--- src/rtl/mmio_reg_responder_pkg.sv ---
// mmio_pkg: shared constants for the MMIO register-page responder.
//   - REG_* : byte offsets of each register inside the 4K page
//   - SEL_* : bit positions of each select inside the internal select vector;
//             a lower index means a higher priority
//   - KBD_NE / KBD_OVF : flag bit positions in the keyboard read word
//   - DMA_START_BIT : wdata bit that fires the DMA start pulse
//   - first_sel() : keeps only the highest-priority (lowest-index) select
package mmio_pkg;

  localparam logic [11:0] REG_VGA    = 12'h000;
  localparam logic [11:0] REG_CURSOR = 12'h004;
  localparam logic [11:0] REG_SWITCH = 12'h008;
  localparam logic [11:0] REG_LED    = 12'h00c;
  localparam logic [11:0] REG_SEG    = 12'h010;
  localparam logic [11:0] REG_KBD    = 12'h014;
  localparam logic [11:0] REG_DMA    = 12'h018;

  localparam int NUM_SEL    = 7;
  localparam int SEL_VGA    = 0;
  localparam int SEL_CURSOR = 1;
  localparam int SEL_SWITCH = 2;
  localparam int SEL_LED    = 3;
  localparam int SEL_SEG    = 4;
  localparam int SEL_KBD    = 5;
  localparam int SEL_DMA    = 6;

  localparam int KBD_NE        = 31;
  localparam int KBD_OVF       = 30;
  localparam int DMA_START_BIT = 0;

  typedef logic [NUM_SEL-1:0] sel_vec_t;

  // Two's-complement trick: s & -s isolates the lowest set bit.
  function automatic sel_vec_t first_sel(input sel_vec_t s);
    return s & (~s + sel_vec_t'(1));
  endfunction

endpackage

--- src/rtl/mmio_reg_responder_if.sv ---
// mmio_reg_responder_if: CPU-side register-page bus.
//   master : drives the decoded selects, rd/wr strobes and wdata
//   slave  : returns rdata/rvalid and the acc_err pulse
interface mmio_reg_responder_if;
  logic        en_vga_reg;
  logic        en_cursor_reg;
  logic        en_switch;
  logic        en_led;
  logic        en_seg;
  logic        en_keyboard;
  logic        en_dma;
  logic        rd;
  logic        wr;
  logic [31:0] wdata;
  logic [31:0] rdata;
  logic        rvalid;
  logic        acc_err;

  modport master (
    output en_vga_reg, en_cursor_reg, en_switch, en_led, en_seg, en_keyboard, en_dma,
    output rd, wr, wdata,
    input  rdata, rvalid, acc_err
  );

  modport slave (
    input  en_vga_reg, en_cursor_reg, en_switch, en_led, en_seg, en_keyboard, en_dma,
    input  rd, wr, wdata,
    output rdata, rvalid, acc_err
  );
endinterface

--- src/rtl/mmio_reg_responder_kbd_fifo.sv ---
// kbd_fifo: synchronous FIFO for keyboard scancodes.
//   clk, rst  : clock, synchronous active-high reset (pointers/count cleared)
//   push_i    : write din_i; ignored when full unless a pop happens in the same cycle
//   pop_i     : drop the head entry; ignored when empty
//   head_o    : oldest entry (meaningless when empty_o)
//   count_o   : number of stored entries
//   full_o / empty_o : occupancy flags
module kbd_fifo #(
  parameter int DEPTH = 8,
  parameter int W     = 8
) (
  input  logic                     clk,
  input  logic                     rst,
  input  logic                     push_i,
  input  logic                     pop_i,
  input  logic [W-1:0]             din_i,
  output logic [W-1:0]             head_o,
  output logic [$clog2(DEPTH):0]   count_o,
  output logic                     full_o,
  output logic                     empty_o
);
  localparam int AW = $clog2(DEPTH);
  localparam int CW = AW + 1;
  localparam logic [CW-1:0] FULL_CNT = CW'(DEPTH);

  logic [W-1:0]  mem_q [DEPTH];
  logic [AW-1:0] wp_q, wp_d, rp_q, rp_d;
  logic [CW-1:0] cnt_q, cnt_d;
  logic          do_push, do_pop;

  assign full_o  = (cnt_q == FULL_CNT);
  assign empty_o = (cnt_q == '0);
  assign count_o = cnt_q;
  assign head_o  = mem_q[rp_q];

  // A simultaneous pop frees a slot, so a push into a full FIFO still lands.
  assign do_pop  = pop_i & ~empty_o;
  assign do_push = push_i & (~full_o | do_pop);

  always_comb begin
    wp_d  = wp_q;
    rp_d  = rp_q;
    cnt_d = cnt_q;
    if (do_push) wp_d = wp_q + AW'(1);
    if (do_pop)  rp_d = rp_q + AW'(1);
    if (do_push && !do_pop)      cnt_d = cnt_q + CW'(1);
    else if (do_pop && !do_push) cnt_d = cnt_q - CW'(1);
  end

  always_ff @(posedge clk) begin
    if (rst) begin
      wp_q  <= '0;
      rp_q  <= '0;
      cnt_q <= '0;
    end else begin
      wp_q  <= wp_d;
      rp_q  <= rp_d;
      cnt_q <= cnt_d;
    end
  end

  always_ff @(posedge clk) begin
    if (do_push) mem_q[wp_q] <= din_i;
  end

endmodule

--- src/rtl/mmio_reg_responder.sv ---
// mmio_reg_responder: responder for the 4K register page 0x1000_0000-0x1000_0fff.
//   clk, rst        : clock, synchronous active-high reset
//   bus (slave)     : decoded selects, rd/wr, wdata in; rdata/rvalid/acc_err out
//   sw              : raw asynchronous board switches
//   kbd_valid/code  : scancode strobe and byte from the PS/2 receiver
//   dma_busy        : DMA engine status, returned in bit 0 of the DMA read
//   vga_reg, cursor_reg, seg_data, dma_ctrl, led : register contents
//   dma_start       : one-cycle pulse after a DMA write with bit 0 set
// Build option: define MMIO_SW_DEBOUNCE_EN to add a per-bit debounce counter
// behind the 2-FF switch synchroniser; otherwise the synchroniser output is used.
module mmio_reg_responder
  import mmio_pkg::*;
#(
  parameter int KBD_DEPTH       = 8,
  parameter int SW_W            = 16,
  parameter int DEBOUNCE_CYCLES = 50000
) (
  input  logic                 clk,
  input  logic                 rst,
  mmio_reg_responder_if.slave  bus,
  input  logic [SW_W-1:0]      sw,
  input  logic                 kbd_valid,
  input  logic [7:0]           kbd_code,
  input  logic                 dma_busy,
  output logic [31:0]          vga_reg,
  output logic [31:0]          cursor_reg,
  output logic [31:0]          seg_data,
  output logic [31:0]          dma_ctrl,
  output logic [SW_W-1:0]      led,
  output logic                 dma_start
);

  // ---------------- access decode ----------------
  sel_vec_t sel, pick, wr_hit;
  logic     rd_fire, kbd_rd, acc_err_d;

  assign sel = {bus.en_dma, bus.en_keyboard, bus.en_seg, bus.en_led,
                bus.en_switch, bus.en_cursor_reg, bus.en_vga_reg};
  assign pick = first_sel(sel);

  // sel differs from its lowest set bit exactly when more than one select is high.
  assign acc_err_d = (bus.rd | bus.wr) &
                     ((bus.rd & bus.wr) | (sel == '0) | (sel != pick) |
                      (bus.wr & (sel[SEL_SWITCH] | sel[SEL_KBD])));

  // A combined rd&wr keeps the write but drops the read.
  assign rd_fire = bus.rd & ~bus.wr;
  assign wr_hit  = {NUM_SEL{bus.wr}} & pick;
  assign kbd_rd  = rd_fire & pick[SEL_KBD];

  // ---------------- switch synchroniser / debounce ----------------
  logic [SW_W-1:0] sw_meta_q, sw_sync_q, sw_val;

  always_ff @(posedge clk) begin
    if (rst) begin
      sw_meta_q <= '0;
      sw_sync_q <= '0;
    end else begin
      sw_meta_q <= sw;
      sw_sync_q <= sw_meta_q;
    end
  end

`ifdef MMIO_SW_DEBOUNCE_EN
  localparam int DB_W = $clog2(DEBOUNCE_CYCLES + 1);
  localparam logic [DB_W-1:0] DB_LOAD = DB_W'(DEBOUNCE_CYCLES - 1);

  logic [DB_W-1:0] db_cnt_q [SW_W];
  logic [SW_W-1:0] sw_acc_q;

  // Down-counter per bit: reloads whenever the synced bit agrees with the
  // accepted value, accepts on the DEBOUNCE_CYCLES-th consecutive disagreement.
  always_ff @(posedge clk) begin
    if (rst) begin
      sw_acc_q <= '0;
      for (int i = 0; i < SW_W; i++) db_cnt_q[i] <= DB_LOAD;
    end else begin
      for (int i = 0; i < SW_W; i++) begin
        if (sw_sync_q[i] == sw_acc_q[i]) begin
          db_cnt_q[i] <= DB_LOAD;
        end else if (db_cnt_q[i] == '0) begin
          sw_acc_q[i] <= sw_sync_q[i];
          db_cnt_q[i] <= DB_LOAD;
        end else begin
          db_cnt_q[i] <= db_cnt_q[i] - DB_W'(1);
        end
      end
    end
  end

  assign sw_val = sw_acc_q;
`else
  assign sw_val = sw_sync_q;
`endif

  // ---------------- keyboard FIFO ----------------
  logic [7:0]                 kbd_head;
  logic [$clog2(KBD_DEPTH):0] kbd_count;
  logic                       kbd_full, kbd_empty, kbd_ne, kbd_drop;

  kbd_fifo #(
    .DEPTH (KBD_DEPTH),
    .W     (8)
  ) u_kbd_fifo (
    .clk     (clk),
    .rst     (rst),
    .push_i  (kbd_valid),
    .pop_i   (kbd_rd),
    .din_i   (kbd_code),
    .head_o  (kbd_head),
    .count_o (kbd_count),
    .full_o  (kbd_full),
    .empty_o (kbd_empty)
  );

  assign kbd_ne = (kbd_count != '0);
  // A pop only happens when nonempty, and full implies nonempty, so a keyboard
  // read in the same cycle always makes room.
  assign kbd_drop = kbd_valid & kbd_full & ~kbd_rd;

  // ---------------- registers ----------------
  logic [31:0]     vga_q, vga_d, cur_q, cur_d, seg_q, seg_d, dma_q, dma_d;
  logic [SW_W-1:0] led_q, led_d;
  logic [31:0]     rdata_q, rdata_d, rd_word, kbd_word;
  logic            rvalid_q, acc_err_q, dma_start_q, dma_start_d, ovf_q, ovf_d;

  always_comb begin
    kbd_word          = '0;
    kbd_word[KBD_NE]  = kbd_ne;
    kbd_word[KBD_OVF] = ovf_q;
    kbd_word[7:0]     = kbd_empty ? 8'h00 : kbd_head;
  end

  always_comb begin
    rd_word = '0;
    if (pick[SEL_VGA])         rd_word = vga_q;
    else if (pick[SEL_CURSOR]) rd_word = cur_q;
    else if (pick[SEL_SWITCH]) rd_word = 32'(sw_val);
    else if (pick[SEL_LED])    rd_word = 32'(led_q);
    else if (pick[SEL_SEG])    rd_word = seg_q;
    else if (pick[SEL_KBD])    rd_word = kbd_word;
    else if (pick[SEL_DMA])    rd_word = {dma_q[31:1], dma_busy};
  end

  always_comb begin
    vga_d = vga_q;
    cur_d = cur_q;
    led_d = led_q;
    seg_d = seg_q;
    dma_d = dma_q;
    if (wr_hit[SEL_VGA])    vga_d = bus.wdata;
    if (wr_hit[SEL_CURSOR]) cur_d = bus.wdata;
    if (wr_hit[SEL_LED])    led_d = bus.wdata[SW_W-1:0];
    if (wr_hit[SEL_SEG])    seg_d = bus.wdata;
    if (wr_hit[SEL_DMA])    dma_d = {bus.wdata[31:1], 1'b0};
    dma_start_d = wr_hit[SEL_DMA] & bus.wdata[DMA_START_BIT];
    rdata_d     = rd_fire ? rd_word : rdata_q;
    ovf_d = ovf_q;
    if (kbd_rd && kbd_ne) ovf_d = 1'b0;
    else if (kbd_drop)    ovf_d = 1'b1;
  end

  always_ff @(posedge clk) begin
    if (rst) begin
      vga_q       <= '0;
      cur_q       <= '0;
      led_q       <= '0;
      seg_q       <= '0;
      dma_q       <= '0;
      rdata_q     <= '0;
      rvalid_q    <= 1'b0;
      acc_err_q   <= 1'b0;
      dma_start_q <= 1'b0;
      ovf_q       <= 1'b0;
    end else begin
      vga_q       <= vga_d;
      cur_q       <= cur_d;
      led_q       <= led_d;
      seg_q       <= seg_d;
      dma_q       <= dma_d;
      rdata_q     <= rdata_d;
      rvalid_q    <= rd_fire;
      acc_err_q   <= acc_err_d;
      dma_start_q <= dma_start_d;
      ovf_q       <= ovf_d;
    end
  end

  assign bus.rdata   = rdata_q;
  assign bus.rvalid  = rvalid_q;
  assign bus.acc_err = acc_err_q;
  assign vga_reg     = vga_q;
  assign cursor_reg  = cur_q;
  assign seg_data    = seg_q;
  assign dma_ctrl    = dma_q;
  assign led         = led_q;
  assign dma_start   = dma_start_q;

endmodule
--- src/flat_wrapper.sv ---
// flat-port wrapper written by rule: the top's interface ports become plain ports
module mmio_reg_responder_flat import mmio_pkg::*;
#(
  parameter int KBD_DEPTH       = 8,
  parameter int SW_W            = 16,
  parameter int DEBOUNCE_CYCLES = 50000
)
  (clk, rst, sw, kbd_valid, kbd_code, dma_busy, vga_reg, cursor_reg, seg_data, dma_ctrl, led, dma_start, bus_en_vga_reg, bus_en_cursor_reg, bus_en_switch, bus_en_led, bus_en_seg, bus_en_keyboard, bus_en_dma, bus_rd, bus_wr, bus_wdata, bus_rdata, bus_rvalid, bus_acc_err);
  mmio_reg_responder_if bus_i ();
  input  logic clk;
  input  logic rst;
  input  logic [SW_W-1:0] sw;
  input  logic kbd_valid;
  input  logic [7:0] kbd_code;
  input  logic dma_busy;
  output logic [31:0] vga_reg;
  output logic [31:0] cursor_reg;
  output logic [31:0] seg_data;
  output logic [31:0] dma_ctrl;
  output logic [SW_W-1:0] led;
  output logic dma_start;
  input wire logic [$bits(bus_i.en_vga_reg)-1:0] bus_en_vga_reg;
  input wire logic [$bits(bus_i.en_cursor_reg)-1:0] bus_en_cursor_reg;
  input wire logic [$bits(bus_i.en_switch)-1:0] bus_en_switch;
  input wire logic [$bits(bus_i.en_led)-1:0] bus_en_led;
  input wire logic [$bits(bus_i.en_seg)-1:0] bus_en_seg;
  input wire logic [$bits(bus_i.en_keyboard)-1:0] bus_en_keyboard;
  input wire logic [$bits(bus_i.en_dma)-1:0] bus_en_dma;
  input wire logic [$bits(bus_i.rd)-1:0] bus_rd;
  input wire logic [$bits(bus_i.wr)-1:0] bus_wr;
  input wire logic [$bits(bus_i.wdata)-1:0] bus_wdata;
  output wire logic [$bits(bus_i.rdata)-1:0] bus_rdata;
  output wire logic [$bits(bus_i.rvalid)-1:0] bus_rvalid;
  output wire logic [$bits(bus_i.acc_err)-1:0] bus_acc_err;
  assign bus_i.en_vga_reg = bus_en_vga_reg;
  assign bus_i.en_cursor_reg = bus_en_cursor_reg;
  assign bus_i.en_switch = bus_en_switch;
  assign bus_i.en_led = bus_en_led;
  assign bus_i.en_seg = bus_en_seg;
  assign bus_i.en_keyboard = bus_en_keyboard;
  assign bus_i.en_dma = bus_en_dma;
  assign bus_i.rd = bus_rd;
  assign bus_i.wr = bus_wr;
  assign bus_i.wdata = bus_wdata;
  assign bus_rdata = bus_i.rdata;
  assign bus_rvalid = bus_i.rvalid;
  assign bus_acc_err = bus_i.acc_err;
  mmio_reg_responder #(.KBD_DEPTH(KBD_DEPTH), .SW_W(SW_W), .DEBOUNCE_CYCLES(DEBOUNCE_CYCLES)) u_core (.clk(clk), .rst(rst), .bus(bus_i), .sw(sw), .kbd_valid(kbd_valid), .kbd_code(kbd_code), .dma_busy(dma_busy), .vga_reg(vga_reg), .cursor_reg(cursor_reg), .seg_data(seg_data), .dma_ctrl(dma_ctrl), .led(led), .dma_start(dma_start));
endmodule
--- config.mk ---
export PLATFORM = sky130hd
export DESIGN_NAME = mmio_reg_responder_flat
export DESIGN_NICKNAME = d
export VERILOG_FILES = /design/src/rtl/mmio_reg_responder_pkg.sv /design/src/rtl/mmio_reg_responder_if.sv /design/src/rtl/mmio_reg_responder_kbd_fifo.sv /design/src/rtl/mmio_reg_responder.sv /design/src/flat_wrapper.sv
export SDC_FILE = /design/constraint.sdc
export NUM_CORES = 1
export LEC_CHECK = 0
export ABC_AREA = 1
export CAP_MARGIN = 20
export CORE_MARGIN = 2
export CORE_UTILIZATION = 46
export CTS_BUF_LIST = sky130_fd_sc_hd__clkbuf_16
export CTS_CLUSTER_SIZE = 24
export DETAILED_ROUTE_END_ITERATION = 10
export PLACE_DENSITY = 0.83
export SLEW_MARGIN = 10
export SYNTH_ARGS = -nofsm -noshare
export SYNTH_HDL_FRONTEND = slang
export SYNTH_SLANG_ARGS = --single-unit
--- constraint.sdc ---
create_clock -name clk -period 3 [get_ports clk]
set_input_delay 0.9 -clock clk [delete_from_list [all_inputs] [get_ports clk]]
set_output_delay 0.9 -clock clk [all_outputs]
set_load 0.1 [all_outputs]
==> impl_results.md <==
- Mapped Cells: 1440
- Routed Antenna Nets: 0
- Min-delay src: u_core.sw_meta_q[13]$_SDFF_PP0_
- Power, Total: 9.13 mW
- Wire length per cell: 18.1 µm
- Final setup vio count: 0
- IO buf count: 246
- Reg2Reg Capture Point: u_core.u_kbd_fifo.count_o[3]$_SDFFE_PP0P_
- First-pass GRT wire length: 56.9 mm
- Fin crit period: 2800 ps
- Number of CTS-inserted buffers: 29
- Pwr dens: 601 nW/µm²
- Fillcell total: 2087
- Core area: 25000 µm²
- Vias in the first global route: 10600
- Post-DR vias/cell: 5.38
- Max reg flops: 64
- Largest net degree at the start of global routing: 72
- CTS sink cnt: 288
- GR Util met2: 0.449
- Hold crit path type: register to register
- Final core utilization: 0.607
- Register area share after synthesis: 0.551
- Critical Path AT: 3230 ps
- Met1 Use GR: 0.336
- Drt drc: 0
- Outcome: complete, no violations
- Hold buffers post-CTS: 0
- Die height: 163 µm
- Fmax achieved: 0.357 GHz
- Worst skew pair latency: 550 ps
- R2R Setup Slk: 640 ps
- Leak: 6.71 nW
- Critical setup path kind: input pin to register
- CP startpoint kind: input pin
- Synth cell types: 39
- Syn avg cell area: 8.08 µm²
- RSZ-0062 raised after global routing: false
- Initial DRC count: 1015
- #FFs+latches synth: 288
- TritonCTS clock tree: yes
- Largest register by flop count: u_core.u_kbd_fifo.mem_q
- Fin. Hold Viols: 0
- Drt pass-1 iters: 5
- CTS H-tree depth: 1
- IO Count: 248
- Final net count: 1773
- Clk pin slew, worst setup/hold paths: 60 ps
- # Max-Cap Violations: 0
- Synth Net Count: 1515
- Row Count: 58
- Fin. max-slew vios: 0
- R2R depth: 19
- Die Footprint: 26600 µm²
- Fin crit share: 0.933
- Most Crowded Layer GR: met2
- Initial antenna violation count: 3
- GRT Residual Overflow: 0
- Worst Hold Path EP: u_core.sw_sync_q[13]$_SDFF_PP0_
- Critical R2R Launch: u_core.u_kbd_fifo.count_o[1]$_SDFFE_PP0P_
- Syn Std Cell Area: 11600 µm²
- Hold WS: 408 ps
- Met3 Use GR: 0.0680
- Layout cells sized above 1: 0.184
- Worst slew pin tran: 828 ps
- Initial core utilization: 0.465
- TNS Setup: 0 ps
- Die width: 163 µm
- Worst rel slew slack: 0.448
- Final WL: 37.1 mm
- Fin area: 15200 µm²
- Post-CTS Setup Repair Bufs: 0
- GPL Wtd Cong: 0.879
- Final Skew: 15.1 ps
- Root Driver: clkbuf_16
- DP Wirelength: 25.2 mm
- Hold depth: 2
- Placed instance area: 14300 µm²
- Critical Path RT: 3430 ps
- Crit end category: register
- Synth-to-Final Area Change: 30.7%
- GR Util All Layers: 0.273
- VDD IR max: 0.457 mV
- Via count: 11100
- Max clock buf depth: 3
- Maximum fanout along the worst path: 3
- Synth warnings: 0
[timing repair]
action	CTS	global route
endpoints found under the hold margin	0	0
resized for setup	0	2
setup endpoints to repair	0	2
[cells in the final DEF, fill, tap and decap left out, types with 64 or more instances in the layout]
cell and instances:
nand2_1 249, buf_4 240, nor2_1 225, dfxtp_1 224, inv_1 163, o21ai_0 147, a21oi_1 100, nand3_1 70
clkdlybuf4s50_1 65, edfxtp_1 64
[cell usage after synthesis (all sizes together)]
master    n  area [µm²]
nand2   256         998
nor2    232         926
dfxtp   224        4480
inv     165         619
o21ai   165         826
a21oi   103         523
nand3    71         368
edfxtp   64        1920
clkbuf   53         200
buf      34         176
a221oi   15         131
a22oi    10        75.1
a41oi     9        78.8
nand4     8        50.1
a31oi     6        37.5
ha        5        62.6
a211oi    4        30.0
nor3      3        15.0
o22ai     3        18.8
xor2      3        26.3
clkinv    2        10.0
a221o     1        10.0
conb      1        3.75
fa        1        20.0
o221ai    1        8.76
xnor2     1        8.76
[final cells by class]
class / count / area [µm²] / share of cell area
timing repair buffer: 314 / 2590 / 0.170
clock inverter: 25 / 184 / 0.0121
multi-input combinational: 898 / 4240 / 0.279
sequential: 288 / 6410 / 0.421
inverter: 167 / 634 / 0.0417
antenna: 3 / 7.51 / 0.000494
tap: 330 / 413 / 0.0272
clock buffer: 29 / 726 / 0.0477
[cells by family after synthesis]
group           share of synthesized area
other cells                      0.000322
xor+xnor                          0.00301
simple gates                        0.203
buf+inv                            0.0865
compound gates                      0.150
fa+ha+maj                         0.00710
flops                               0.551
[power breakdown]
| group | leakage, nW | internal [mW] | total [mW] | switching, mW |
|---|---|---|---|---|
| clock | 0.471 | 2.00 | 3.50 | 1.50 |
| sequential | 2.41 | 4.11 | 4.20 | 0.0939 |
| combinational | 3.83 | 0.369 | 1.43 | 1.06 |
[routing by layer]
metal  share of wire  up-vias
li1                -     5187
met4           0.048        0
met1            0.38     5137
met2            0.47      612
met5               0        -
met3            0.11      119
[critical path: stages]
cell and delay, ps:
clkdlybuf4s50_1 510, nor2_8 160, nand2_4 60, clkinv_2 60, nand3_4 90, nor2_8 140, nand2_4 60, nand2_2 70
nand2_4 60, clkinv_4 60, ha_4 120, inv_2 40, ha_1 270, nand2_1 70, nand2_1 60, a21oi_2 130
nor2_1 50, nor2_1 80, nand2_1 70, o21ai_1 110, a21oi_1 60
[worst max path at each step]
stage / from / endpoint / slack [ps]
CTS: bus_en_led / u_core.u_kbd_fifo.count_o[3]$_SDFFE_PP0P_ / 120
floorplan: bus_en_vga_reg / u_core.u_kbd_fifo.count_o[3]$_SDFFE_PP0P_ / 20
global route: bus_en_switch / u_core.u_kbd_fifo.count_o[3]$_SDFFE_PP0P_ / 20
global placement: bus_en_led / u_core.u_kbd_fifo.count_o[3]$_SDFFE_PP0P_ / -390
finish: bus_en_cursor_reg / u_core.u_kbd_fifo.count_o[3]$_SDFFE_PP0P_ / 200
detailed placement: bus_en_led / u_core.u_kbd_fifo.count_o[3]$_SDFFE_PP0P_ / -440
[through the flow]
stage	setup slack [ps]	cells
floorplan	21.6	1440
global route	21.0	2053
finish	202	2054
detailed placement	-443	1997
global placement	-387	1997
CTS	118	2051
(Power assumes the default switching activity.)
